<file path="config.mk">
export PLATFORM = sky130hd
export DESIGN_NAME = axis_block_serializer
export DESIGN_NICKNAME = d
export VERILOG_FILES = /design/src/rtl/axis_block_serializer.sv
export SDC_FILE = /design/constraint.sdc
export NUM_CORES = 1
export LEC_CHECK = 0
export ABC_AREA = 1
export CAP_MARGIN = 5
export CELL_PAD_IN_SITES_DETAIL_PLACEMENT = 1
export CELL_PAD_IN_SITES_GLOBAL_PLACEMENT = 1
export CORE_MARGIN = 4
export CORE_UTILIZATION = 40
export CTS_CLUSTER_SIZE = 28
export DETAILED_ROUTE_END_ITERATION = 8
export GPL_TIMING_DRIVEN = 0
export PLACE_DENSITY = 0.73
export SLEW_MARGIN = 0
export SYNTH_ARGS = -nofsm -noshare
export SYNTH_HDL_FRONTEND = slang
export SYNTH_SLANG_ARGS = --single-unit
</file>
<file path="constraint.sdc">
create_clock -name m00_axis_aclk -period 2.15 [get_ports m00_axis_aclk]
set_clock_uncertainty 0.15 [all_clocks]
set_input_delay 0.43 -clock m00_axis_aclk [delete_from_list [all_inputs] [get_ports m00_axis_aclk]]
set_output_delay 0.43 -clock m00_axis_aclk [all_outputs]
set_load 0.01 [all_outputs]
</file>
<file path="src/rtl/axis_block_serializer.sv">
// Output stage of the AES datapath: buffers 128-bit result blocks in a small
// block FIFO and serializes each one into AXI4-Stream beats, MSB word first.
module axis_block_serializer #(
    parameter int C_M_AXIS_TDATA_WIDTH = 32,
    parameter int BLOCK_WIDTH          = 128,
    parameter int FIFO_DEPTH           = 4
) (
    input  logic                                m00_axis_aclk,
    input  logic                                m00_axis_aresetn,
    input  logic                                blk_valid,
    output logic                                blk_ready,
    input  logic [BLOCK_WIDTH-1:0]              blk_data,
    input  logic                                blk_last,
    output logic                                m00_axis_tvalid,
    input  logic                                m00_axis_tready,
    output logic [C_M_AXIS_TDATA_WIDTH-1:0]     m00_axis_tdata,
    output logic [(C_M_AXIS_TDATA_WIDTH/8)-1:0] m00_axis_tstrb,
    output logic                                m00_axis_tlast
);

    localparam int TW    = C_M_AXIS_TDATA_WIDTH;
    localparam int BEATS = BLOCK_WIDTH / TW;
    localparam int BW    = (BEATS > 1) ? $clog2(BEATS) : 1;
    localparam int AW    = $clog2(FIFO_DEPTH);
    localparam int CW    = AW + 1;
    localparam int EW    = BLOCK_WIDTH + 1;

    localparam logic [CW-1:0] FULL_CNT  = CW'(FIFO_DEPTH);
    localparam logic [BW-1:0] LAST_BEAT = BW'(BEATS - 1);

    typedef enum logic {
        ST_EMPTY = 1'b0,
        ST_SEND  = 1'b1
    } state_t;

    state_t         state_q, state_d;
    logic [EW-1:0]  mem_q [FIFO_DEPTH];
    logic [EW-1:0]  mem_d [FIFO_DEPTH];
    logic [AW-1:0]  wr_ptr_q, wr_ptr_d;
    logic [AW-1:0]  rd_ptr_q, rd_ptr_d;
    logic [CW-1:0]  count_q, count_d;
    logic [BW-1:0]  beat_q, beat_d;
    // Held low through reset so blk_ready only rises on the first edge after release.
    logic           live_q, live_d;

    logic           push;
    logic           pop;
    logic           beat_hs;
    logic [EW-1:0]  head;
    logic [TW-1:0]  head_word;

    // Handshake rules: a block moves when blk_valid && blk_ready, a beat moves
    // when m00_axis_tvalid && m00_axis_tready; valid never waits on ready.
    always_comb begin
        blk_ready = live_q && (count_q != FULL_CNT);
        push      = blk_valid && blk_ready;
        head      = mem_q[rd_ptr_q];

        m00_axis_tvalid = (state_q == ST_SEND);
        beat_hs         = m00_axis_tvalid && m00_axis_tready;
        pop             = beat_hs && (beat_q == LAST_BEAT);

        head_word = '0;
        for (int i = 0; i < BEATS; i++) begin
            if (beat_q == BW'(i)) begin
                head_word = head[BLOCK_WIDTH-1-i*TW -: TW];
            end
        end

        m00_axis_tdata = m00_axis_tvalid ? head_word : '0;
        m00_axis_tlast = m00_axis_tvalid && head[BLOCK_WIDTH] && (beat_q == LAST_BEAT);
        m00_axis_tstrb = '1;
    end

    always_comb begin
        mem_d    = mem_q;
        wr_ptr_d = wr_ptr_q;
        rd_ptr_d = rd_ptr_q;
        count_d  = count_q;
        beat_d   = beat_q;
        live_d   = 1'b1;

        if (push) begin
            mem_d[wr_ptr_q] = {blk_last, blk_data};
            wr_ptr_d        = wr_ptr_q + 1'b1;
        end

        if (beat_hs) begin
            if (beat_q == LAST_BEAT) begin
                beat_d   = '0;
                rd_ptr_d = rd_ptr_q + 1'b1;
            end else begin
                beat_d = beat_q + 1'b1;
            end
        end

        case ({push, pop})
            2'b10:   count_d = count_q + 1'b1;
            2'b01:   count_d = count_q - 1'b1;
            default: count_d = count_q;
        endcase
    end

    always_comb begin
        state_d = state_q;
        case (state_q)
            ST_EMPTY: begin
                if (push) begin
                    state_d = ST_SEND;
                end
            end
            ST_SEND: begin
                if (pop && !push && (count_q == CW'(1))) begin
                    state_d = ST_EMPTY;
                end
            end
            default: state_d = ST_EMPTY;
        endcase
    end

    always_ff @(posedge m00_axis_aclk or negedge m00_axis_aresetn) begin
        if (!m00_axis_aresetn) begin
            state_q  <= ST_EMPTY;
            wr_ptr_q <= '0;
            rd_ptr_q <= '0;
            count_q  <= '0;
            beat_q   <= '0;
            live_q   <= 1'b0;
            for (int i = 0; i < FIFO_DEPTH; i++) begin
                mem_q[i] <= '0;
            end
        end else begin
            state_q  <= state_d;
            wr_ptr_q <= wr_ptr_d;
            rd_ptr_q <= rd_ptr_d;
            count_q  <= count_d;
            beat_q   <= beat_d;
            live_q   <= live_d;
            for (int i = 0; i < FIFO_DEPTH; i++) begin
                mem_q[i] <= mem_d[i];
            end
        end
    end

endmodule
</file>
# Word-level counts from Yosys, hierarchy flattened
# Cells that the tools add are included.
# totals
reg_bits,527
in_bits,133
output_inout_bits,39
word_cells,57
# op_classes
add_sub_neg,5
magnitude_cmp,3
n_eq_ne,7
n_mux,16
bitwise,3
n_reduce_logical,13
# op_table
cell,n
516-bit bitwise mux,1
129-bit 2-to-1 mux,3
129-bit binary-select mux with 2-bit select,1
129-bit demux with 2-bit select,1
32-bit 2-to-1 mux,5
1-bit logical AND,9
2-bit by 1-bit adder with 2-bit output (second input constant),3
2-bit == test (second input constant),3
3-bit greater-or-equal comparator (second input constant),2
2-bit NOT with 3-bit output,2
3-bit one-hot mux with 2 select lines,1
2-bit by 1-bit == test with 1-bit output (second input constant),2
3-bit by 1-bit adder with 3-bit output (second input constant),1
3-bit by 1-bit == test with 1-bit output (second input constant),1
3-bit by 1-bit less-than comparator with 1-bit output (second input constant),1
3-bit inequality test (second input constant),1
3-bit by 1-bit subtractor with 3-bit output (second input constant),1
2-bit zero test,1
1-bit 2-to-1 mux,2
2-bit 2-to-1 mux,1
1-bit one-hot mux with 2 select lines,1
2-bit AND reduction,1
2-bit nonzero test,1
1-bit zero test,1
1-bit NOT,1

# Longest topological paths before layout
# Gate-level depths: netlist (run 1).
# logic_depth
depth_word,9
depth_mapped,12
depth_no_buf,10

# Least setup slack after synthesis (run 1)
# No wires, ideal clock.
# synth_timing
kind,register -> register
start,reg count_q[0]
end,reg count_q[2]
setup_time_ns,0.118
arrival_ns,2.064
t_required_ns,1.882
setup_slack_ns,-0.182
stages_incl_launch_ff,12
path_buffers,2
period_less_slack_ns,2.332
cell_sequence,dfrtp_1 > inv_1 > ha_1 > a21boi_2 > nand2_2 > buf_2 > buf_2 > ha_1 > nor2_1 > o21ai_0 > xor2_1 > inv_1
# synth_between
elab_chain_len,5
word_cells_on_any_way,9
cone_classes,add/sub: 2; eq/ne: 3; mux: 1; reduce/logical: 3
# synth_rtl
element,line,source
from (decl),41,"logic [CW-1:0] count_q, count_d;"
from (signal assigned),136,count_q <= count_d;
3-bit inequality test (*),55,blk_ready = live_q && (count_q != FULL_CNT);
1-bit logical AND (*),55,
net blk_ready,11,"output logic blk_ready,"
1-bit logical AND (*),56,push = blk_valid && blk_ready;
2-bit by 1-bit == test with 1-bit output or 2-bit == test (tied branches),97,"case ({push, pop})"
3-bit one-hot mux with 2 select lines or 2-bit nonzero test (tied branches),n/a,
# Mark *: on every way through the listed nets, which the timed path passes. The rest lies on a longest branch.
# A chain may end at the register's enable or synchronous reset.

# Worst setup path in the final report (run 1)
# layout_timing
start,reg rd_ptr_q[0]
end,out m00_axis_tdata[4]
# layout_between
elab_chain_len,9
# layout_rtl
element,line,source
from (decl),40,"logic [AW-1:0] rd_ptr_q, rd_ptr_d;"
from (signal assigned),135,rd_ptr_q <= rd_ptr_d;
2-bit NOT with 3-bit output (implied by the code) (*),57,head = mem_q[rd_ptr_q];
129-bit binary-select mux with 2-bit select (*),57,
129-bit 2-to-1 mux (implied by the code) (*) (2 in series),57,
32-bit 2-to-1 mux (3 in series),65,if (beat_q == BW'(i)) begin
32-bit 2-to-1 mux (*),65,
32-bit 2-to-1 mux (*),70,m00_axis_tdata = m00_axis_tvalid ? head_word : '0;
to (decl),16,"output logic [C_M_AXIS_TDATA_WIDTH-1:0] m00_axis_tdata,"
# Mark *: on every way between the ends. The rest lies on a longest branch, timed or not. The select of a mux whose other input is x is not followed.

==> flow_summary.ini, run 1 <==
[timing]
rsz0062_at_grt = true
fmax_mhz = 311
relSlewSlack = 0.500
drv_slew = 0
hold_viol_final = 0
min_period_over_period = 1.50
setup_viol = 528
timing.hold.ws_ns = 0.252
tns_ns = -75.75
worst_pin_slew_ns = 0.750
worst_slack_ns = -1.07
period_minus_slack_ns = 3.22

[pwr]
sw_frac_of_total = 0.459
p_clk_frac = 0.179
power_frac_comb = 0.533
intPower_mw = 32.0
powerDensity_nw_per_um2 = 1650
pwr-share-seq = 0.287
p_switching_mw = 27.1
power.leakage_nw = 17.3
vdd_drop_max_uv = 868

[logic_synthesis]
yosysSeqAreaShare = 0.510
syn-cell-area_sq_um = 25900
ys_types = 21
synth_top_family_by_area = simple AND/OR/NAND/NOR gates
synthCells = 3459
synthAdderAreaFrac = 0.00629
synth.area.mux_share = 0
ys_ff_latch = 527
synth_simple_gate_area_frac = 0.265
yosysWarnings = 0
synth_compound_area_frac = 0.133
synthXorXnorAreaFrac = 0.00203
postSynthAreaPerCell_sq_um = 7.48

[place]
dp_worst_setup_slack_ns = -1.49
globalplace.congestion = 0.940
io_buffers = 167
dp_hpwl_um = 75300
placed_cell_area_sq_um = 28800

[run_status]
violations = negative setup slack
outcome = finished with violations

[routing]
vias = 26328
vias_per_cell = 5.62
dr.pass1.iters = 5
wl_per_cell_um = 25.1
drc = 0
first_iter_violations = 2178
wl_um = 118000
ant_nets = 0

[critical_path]
cp.arrival_ns = 2.64
r2r_end = mem_q[225]$_DFFE_PN0P_
cp-start-kind = register
path_class = register to output pin
ff2ff_path_depth = 15
crit_end = m00_axis_tdata[4]
worst_setup_path_end_kind = output pin
path_max_fanout = 10
r2r_start = count_q[1]$_DFFE_PN0P_
r2r_slack_ns = -0.25
crit_start = rd_ptr_q[0]$_DFFE_PN0P_
required_ns = 1.57

[clock_tree]
cts_root_buf = clkbuf_16
cts_buffer_depth = 3
clkLatencyLatePin_ns = 0.63
cts_tree = built
path_clk_slew_ns = 0.06
cts_buffers = 60
cts.sink_count = 527
htreeDepth = 2

[die]
die_area_sq_um = 68800
core_area_sq_um = 63500
die_h_um = 262
ioPinCount = 172
start_util = 0.407
die_w_um = 262
num_rows = 92

[global_route]
first_global_vias = 27132
grt_usage = 0.315
grt_max_degree = 119
antenna_found_initial = 0
grt_pass1_wl_um = 168000
overflow = 0

[min_path]
hp-class = input pin to async pin

[final_layout]
multi_input_comb_area_sq_um = 12600
area_delta_synth_final_pct = 38.1
fillers = 7466
drive_gt1_frac = 0.233
regArea_sq_um = 13200
fin_util = 0.562
nets = 3934
design_area_sq_um = 35700
diodes = 0

[job]
drv_cap = 0
-- metrics by stage --
stage	std cells	power [mW]
detailed placement	4481	40.3
finish	4681	59.1
floorplan	3463	29.9
global placement	4476	39.3
CTS	4652	54.9
global route	4681	62.1
-- timing repair --
action / in CTS / in global routing
buffers inserted: 40 / 25
endpoints found under the setup margin: 552 / 551
pin swaps: 45 / 99
resized for setup: 754 / 587
cloned: 27 / 21
hold endpoints to repair: 80 / 0
hold buffers: 1 / 0
-- cell families after synthesis --
kind of cell / after synthesis
xor+xnor: 6
simple gates: 1722
other cells: 1
buf+inv: 502
compound gates: 688
flops: 527
fa+ha+maj: 13
-- layout by cell type (no fill, tap or decap), types with 63 or more instances in the layout --
cell / netlist / routed
buf_6: 0 / 64
nand3_2: 0 / 72
inv_1: 238 / 233
o21ai_0: 584 / 462
nand3_1: 289 / 216
buf_4: 53 / 63
a21oi_1: 103 / 67
nand2_1: 1421 / 1165
clkbuf_16: 0 / 82
dfrtp_1: 527 / 524
o21ai_1: 0 / 81
nand2_4: 0 / 86
nand2_2: 1 / 171
clkdlybuf4s50_1: 0 / 132
-- cell type report --
| type | count | area share |
|---|---|---|
| multi-input cells | 2435 | 0.352 |
| well taps | 846 | 0.0296 |
| clock buffers | 84 | 0.0485 |
| clock inverters | 25 | 0.00718 |
| plain buffers | 252 | 0.0684 |
| inverters | 242 | 0.0260 |
| flip-flops and latches | 527 | 0.369 |
| repair buffers | 270 | 0.0993 |
-- power by group through the flow --
stage          combinational [mW]  clock, mW  sequential, mW
2_1_floorplan                13.7          0            16.2
3_3_place_gp                 22.4          0            16.8
3_5_place_dp                 23.4          0            16.9
4_1_cts                      27.5       10.6            16.8
5_1_grt                      33.6       11.1            17.4
6_report                     31.5       10.6            17.0
-- how the worst min path moves through the flow --
stage                                       from                      to  slack (ns)
after floorplan                 m00_axis_aresetn   beat_q[0]$_DFFE_PN0P_       -0.02
after global placement    mem_q[396]$_DFFE_PN0P_  mem_q[396]$_DFFE_PN0P_        0.32
after detailed placement  mem_q[415]$_DFFE_PN0P_  mem_q[415]$_DFFE_PN0P_        0.33
after CTS                       m00_axis_aresetn  mem_q[369]$_DFFE_PN0P_        0.27
after global routing               blk_data[121]  mem_q[250]$_DFFE_PN0P_        0.31
final                           m00_axis_aresetn  mem_q[368]$_DFFE_PN0P_        0.25
-- per-layer routing --
layer / vias to the layer above / global-route usage / wire, um
met5: - / 0 / 0
met1: 13357 / 0.424 / 48200
li1: 11684 / - / -
met2: 1006 / 0.513 / 55100
met3: 281 / 0.0475 / 7850
met4: 0 / 0.128 / 6470
-- critical path, cell delays in order (launching register included) --
cell	delay, ns
dfrtp_2	0.43
buf_12	0.18
inv_16	0.07
buf_6	0.16
buf_4	0.20
a21oi_1	0.24
o21ai_0	0.17
nand3_1	0.16
nand2_2	0.09
a21oi_4	0.17
buf_6	0.13
-- flip-flops by register name, indices dropped and copies added, names as in the netlist --
name / flops
wr_ptr_q: 2
beat_q: 2
live_q: 1
m00_axis_tvalid: 1
rd_ptr_q: 2
mem_q: 516
count_q: 3
-- cell usage after synthesis --
master / count / area share
conb_1: 1 / 0.00014
nor2_4: 2 / 0.00087
clkinv_1: 1 / 0.00014
ha_1: 13 / 0.0063
a21boi_2: 1 / 0.00044
nand2_2: 1 / 0.00024
xor2_1: 4 / 0.0014
dfrtp_1: 527 / 0.51
nand2_1: 1421 / 0.21
nand3_1: 289 / 0.056
a21oi_1: 103 / 0.020
buf_2: 73 / 0.014
clkbuf_1: 109 / 0.016
buf_4: 53 / 0.015
inv_2: 3 / 0.00044
nor2_2: 2 / 0.00048
nor2_1: 7 / 0.0010
xnor2_1: 2 / 0.00068
o21ai_0: 584 / 0.11
buf_1: 25 / 0.0036
inv_1: 238 / 0.035
(Power assumes the default switching activity.)
==> run 2: changes to the inputs <==
- SKIP_CTS_REPAIR_TIMING: unset -> 1
==> flow_summary.ini, run 2 (synthesized netlist as in run 1, its figures left out) <==
[min_path]
hp-class = input pin to async pin

[routing]
ant_nets = 0
first_iter_violations = 2072
drc = 0
wl_per_cell_um = 23.1
vias_per_cell = 5.48
dr.pass1.iters = 5
wl_um = 106000
vias = 25194

[clock_tree]
cts.sink_count = 527
htreeDepth = 2
cts_root_buf = clkbuf_16
cts_buffer_depth = 3
path_clk_slew_ns = 0.06
cts_tree = built
clkLatencyLatePin_ns = 0.63
cts_buffers = 60

[global_route]
overflow = 0
grt_usage = 0.295
first_global_vias = 26206
antenna_found_initial = 0
grt_pass1_wl_um = 159000
grt_max_degree = 119

[final_layout]
design_area_sq_um = 32300
final_common_cell = nand2_1
largest_register_ff_count = 516
largest_register = mem_q
regArea_sq_um = 13200
nets = 3848
multi_input_comb_area_sq_um = 11500
stdcell_count = 4595
fillers = 7748
area_delta_synth_final_pct = 25.0
diodes = 0
reg_top3 = mem_q: 516 flops, count_q: 3 flops
drive_gt1_frac = 0.143
final_cell_mix = nand2_1 (1328), o21ai_0 (566), dfrtp_1 (525)

[place]
dp.cells = 4481
dp_hpwl_um = 75300
globalplace.congestion = 0.940
placed_cell_area_sq_um = 28800
io_buffers = 167

[timing]
worst_slack_ns = -1.01
hold_viol_final = 0
worst_pin_slew_ns = 0.917
fmax_mhz = 316
setup_viol = 549
min_period_over_period = 1.47
relSlewSlack = 0.388
drv_slew = 0
period_minus_slack_ns = 3.16
rsz0062_at_grt = true

[critical_path]
path_max_fanout = 10
ff2ff_path_depth = 6
cpMostUsedCell = nand2_1
path_class = register to output pin
required_ns = 1.57
cp-start-kind = register
slowest_stage = dfrtp_2
max_stage_delay_ns = 0.42
worst_setup_path_end_kind = output pin
cp_cell_sequence = buf_12, clkinv_8, buf_12, buf_6, nand2_1, nand3_1, nand2_2, nand2_1, nand2_1, nand2_2, a21oi_2, clkbuf_2
cp.arrival_ns = 2.58

[die]
die_w_um = 262
die_area_sq_um = 68800
die_h_um = 262
core_area_sq_um = 63500
ioPinCount = 172
num_rows = 92
start_util = 0.407

[pwr]
power.leakage_nw = 15.6
vdd_drop_max_uv = 873
powerDensity_nw_per_um2 = 1700

[job]
drv_cap = 0

[run_status]
violations = negative setup slack
outcome = finished with violations
==> run 2: cell count changes in the layout (fill, tap and decap cells not counted), sizes merged <==
cell	previous run	this run
dlymetal6s2s	0	1
bufbuf	2	0
clkinvlp	1	2
inv	241	240
clkbuf	197	208
nor2	12	11
buf	274	179
==> run 2: final timing paths <==
| path | slack (ns) | start | end |
|---|---|---|---|
| max in group asynchronous | 0.25 | m00_axis_aresetn | mem_q[185]$_DFFE_PN0P_ |
| hold / removal | 0.25 | m00_axis_aresetn | mem_q[368]$_DFFE_PN0P_ |
| setup reg to reg | -0.46 | wr_ptr_q[0]$_DFFE_PN0P_ | mem_q[87]$_DFFE_PN0P_ |
| min in group m00_axis_aclk | 0.31 | blk_data[110] | mem_q[368]$_DFFE_PN0P_ |
| hold reg to reg | 0.34 | mem_q[213]$_DFFE_PN0P_ | mem_q[213]$_DFFE_PN0P_ |
| setup / recovery | -1.01 | rd_ptr_q[0]$_DFFE_PN0P_ | m00_axis_tdata[15] |
==> run 2: routing by layer <==
metal  vias up  routed length, um  part of all wire  track usage
li1      11448                  -                 -            -
met1     12784              46100              0.43        0.404
met2       797              49900              0.47        0.480
met3       165               6170             0.058       0.0449
met4         0               3920             0.037        0.103
met5         -                  0                 0            0
==> run 2: worst max-delay path: cells and delay by family, from the launching register on <==
family,cells,cell delay [ns]
flops,1,0.42
simple gates,6,0.58
buf+inv,5,0.74
compound gates,1,0.20
==> run 2: final cells by class <==
| cell class | count | area share |
|---|---|---|
| buffer | 257 | 0.0537 |
| clock buffer | 84 | 0.0536 |
| clock inverter | 25 | 0.00793 |
| inverter | 242 | 0.0286 |
| multi-input combinational | 2434 | 0.356 |
| sequential | 527 | 0.408 |
| tap | 846 | 0.0327 |
| timing repair buffer | 180 | 0.0601 |
==> run 2: power breakdown <==
part           internal (mW)  switching, mW  total, mW
Combinational           9.04           18.6       27.6
Clock                   6.17           4.38       10.6
Sequential              14.7           2.10       16.8
Total                   30.0           25.1       55.0
==> run 2: metrics by stage <==
step	power, mW	worst slack [ns]	hold WS (ns)	util	TNS (ns)
4_1_cts	51.0	-2.17	-0.340	0.484	-192.58
3_3_place_gp	39.3	-23.49	0.323	0.451	-
5_1_grt	58.3	-1.04	0.312	0.509	-169.67
2_1_floorplan	29.9	-0.0393	-0.0156	-	-1.22
6_report	55.0	-1.01	0.253	0.509	-122.44
3_5_place_dp	40.3	-1.49	0.332	0.453	-173.07
==> run 3: changes to the inputs <==
- PLACE_DENSITY: 0.73 -> 0.81
==> flow_summary.ini, run 3 (synthesized netlist as in run 1, its figures left out) <==
[routing]
dr.pass1.iters = 6
ant_nets = 0
wl_um = 124000
vias_per_cell = 5.90
drc = 0
wl_per_cell_um = 26.6
first_iter_violations = 2783
vias = 27591

[clock_tree]
cts_buffer_depth = 3
cts_buffers = 60
htreeDepth = 2
clkLatencyLatePin_ns = 0.66
path_clk_slew_ns = 0.06
cts.sink_count = 527
cts_root_buf = clkbuf_16
cts_tree = built

[final_layout]
nets = 3928
area_delta_synth_final_pct = 37.4
final_cell_mix = nand2_1 (1113), dfrtp_1 (524), o21ai_0 (481)
fillers = 7459
final_common_cell = nand2_1
multi_input_comb_area_sq_um = 12600
fin_util = 0.560
largest_register = mem_q
drive_gt1_frac = 0.234
largest_register_ff_count = 516
regArea_sq_um = 13200
reg_top3 = mem_q: 516 flops, count_q: 3 flops

[die]
num_rows = 92
die_area_sq_um = 68800
start_util = 0.407
core_area_sq_um = 63500
ioPinCount = 172
die_w_um = 262
die_h_um = 262

[pwr]
p_clk_frac = 0.185
sw_frac_of_total = 0.470
power.leakage_nw = 17.3
pwr-share-seq = 0.287
intPower_mw = 31.8
p_switching_mw = 28.1
power_frac_comb = 0.528
powerDensity_nw_per_um2 = 1680
vdd_drop_max_uv = 891

[critical_path]
cp-start-kind = register
required_ns = 1.57
path_class = register to output pin
path_max_fanout = 10
r2r_end = count_q[2]$_DFFE_PN0P_
r2r_start = count_q[0]$_DFFE_PN0P_
r2r_slack_ns = -0.41
cp.arrival_ns = 2.73
ff2ff_path_depth = 14
worst_setup_path_end_kind = output pin

[global_route]
antenna_found_initial = 3
first_global_vias = 26174
overflow = 0
grt_pass1_wl_um = 156000
grt_usage = 0.289
grt_max_degree = 116

[timing]
drv_slew = 0
timing.hold.ws_ns = -0.347
worst_pin_slew_ns = 0.949
worst_slack_ns = -1.16
min_period_over_period = 1.54
relSlewSlack = 0.367
rsz0062_at_grt = true
hold_viol_final = 94
fmax_mhz = 303
setup_viol = 536
period_minus_slack_ns = 3.31

[place]
dp_worst_setup_slack_ns = -1.47
globalplace.congestion = 0.889
io_buffers = 167
dp_hpwl_um = 72600

[min_path]
hp-class = input pin to async pin

[run_status]
outcome = finished with violations
violations = negative hold slack, negative setup slack

[job]
drv_cap = 0
==> run 3: cell count changes in the layout (fill, tap and decap cells not counted), moves of 19 or more <==
cell       previous run  this run
o21ai_1              16        80
buf_8                 6        29
nand2_2              76       214
nand2_1            1328      1113
clkbuf_1             86        47
buf_12               11        45
nand2_4              18        94
clkbuf_2             31        50
o21ai_0             566       481
o21ai_2               2        23
clkbuf_16            67       104
==> run 3: power by group through the flow <==
stage / clock network, mW / registers, mW / logic (mW)
2_1_floorplan: 0 / 16.2 / 13.7
3_3_place_gp: 0 / 16.8 / 22.2
3_5_place_dp: 0 / 16.9 / 23.0
4_1_cts: 10.9 / 16.7 / 23.3
5_1_grt: 11.4 / 17.6 / 33.2
6_report: 11.1 / 17.2 / 31.6
==> run 3: cell type report <==
class / count / area share
Antenna cell: 1 / 0.0000704
Clock buffer: 88 / 0.0500
Clock inverter: 23 / 0.00799
Inverter: 242 / 0.0260
Tap cell: 846 / 0.0298
Multi-Input combinational cell: 2435 / 0.354
Sequential cell: 527 / 0.371
Buffer: 255 / 0.0668
Timing Repair Buffer: 261 / 0.0941
==> run 3: worst max-delay path by stage <==
stage                            startpoint                      to  slack, ns  depth (start not counted)
floorplan             beat_q[1]$_DFFE_PN0P_      m00_axis_tdata[10]      -0.04                          9
global placement           m00_axis_aresetn  mem_q[144]$_DFFE_PN0P_     -23.98                          1
detailed placement    beat_q[1]$_DFFE_PN0P_      m00_axis_tdata[25]      -1.47                         10
CTS                   beat_q[1]$_DFFE_PN0P_      m00_axis_tdata[25]      -2.15                         10
global route        rd_ptr_q[0]$_DFFE_PN0P_       m00_axis_tdata[8]      -1.11                         12
finish              rd_ptr_q[0]$_DFFE_PN0P_       m00_axis_tdata[8]      -1.16                         12
==> run 3: worst max-delay path: stages (launching register included) <==
cell and delay [ns]:
dfrtp_1 0.39, buf_8 0.19, clkinv_8 0.12, buf_12 0.18
buf_12 0.15, nand2_1 0.10, nand3_1 0.13, nand2_2 0.14
nand2_1 0.07, nand2_1 0.13, nand2_2 0.12, a21oi_2 0.19
clkbuf_2 0.16
==> run 3: metal layers <==
metal	GRT usage	up-vias	share of wire
met5	0	-	0.000089
met4	0.134	2	0.082
met3	0.0376	530	0.089
met2	0.455	1610	0.45
met1	0.399	13776	0.38
li1	-	11673	-
==> run 3: through the flow <==
stage / TNS (ns) / std cells / hold slack, ns / power (mW) / instance area [sq um]
2_1_floorplan: -1.22 / 3463 / -0.0156 / 29.9 / 25900
3_3_place_gp: - / 4476 / 0.323 / 39.0 / 28700
3_5_place_dp: -195.39 / 4480 / 0.333 / 39.9 / 28800
4_1_cts: -237.34 / 4591 / -0.296 / 50.9 / 30800
5_1_grt: -137.44 / 4678 / -0.275 / 62.3 / 35600
6_report: -125.23 / 4678 / -0.347 / 59.9 / 35600
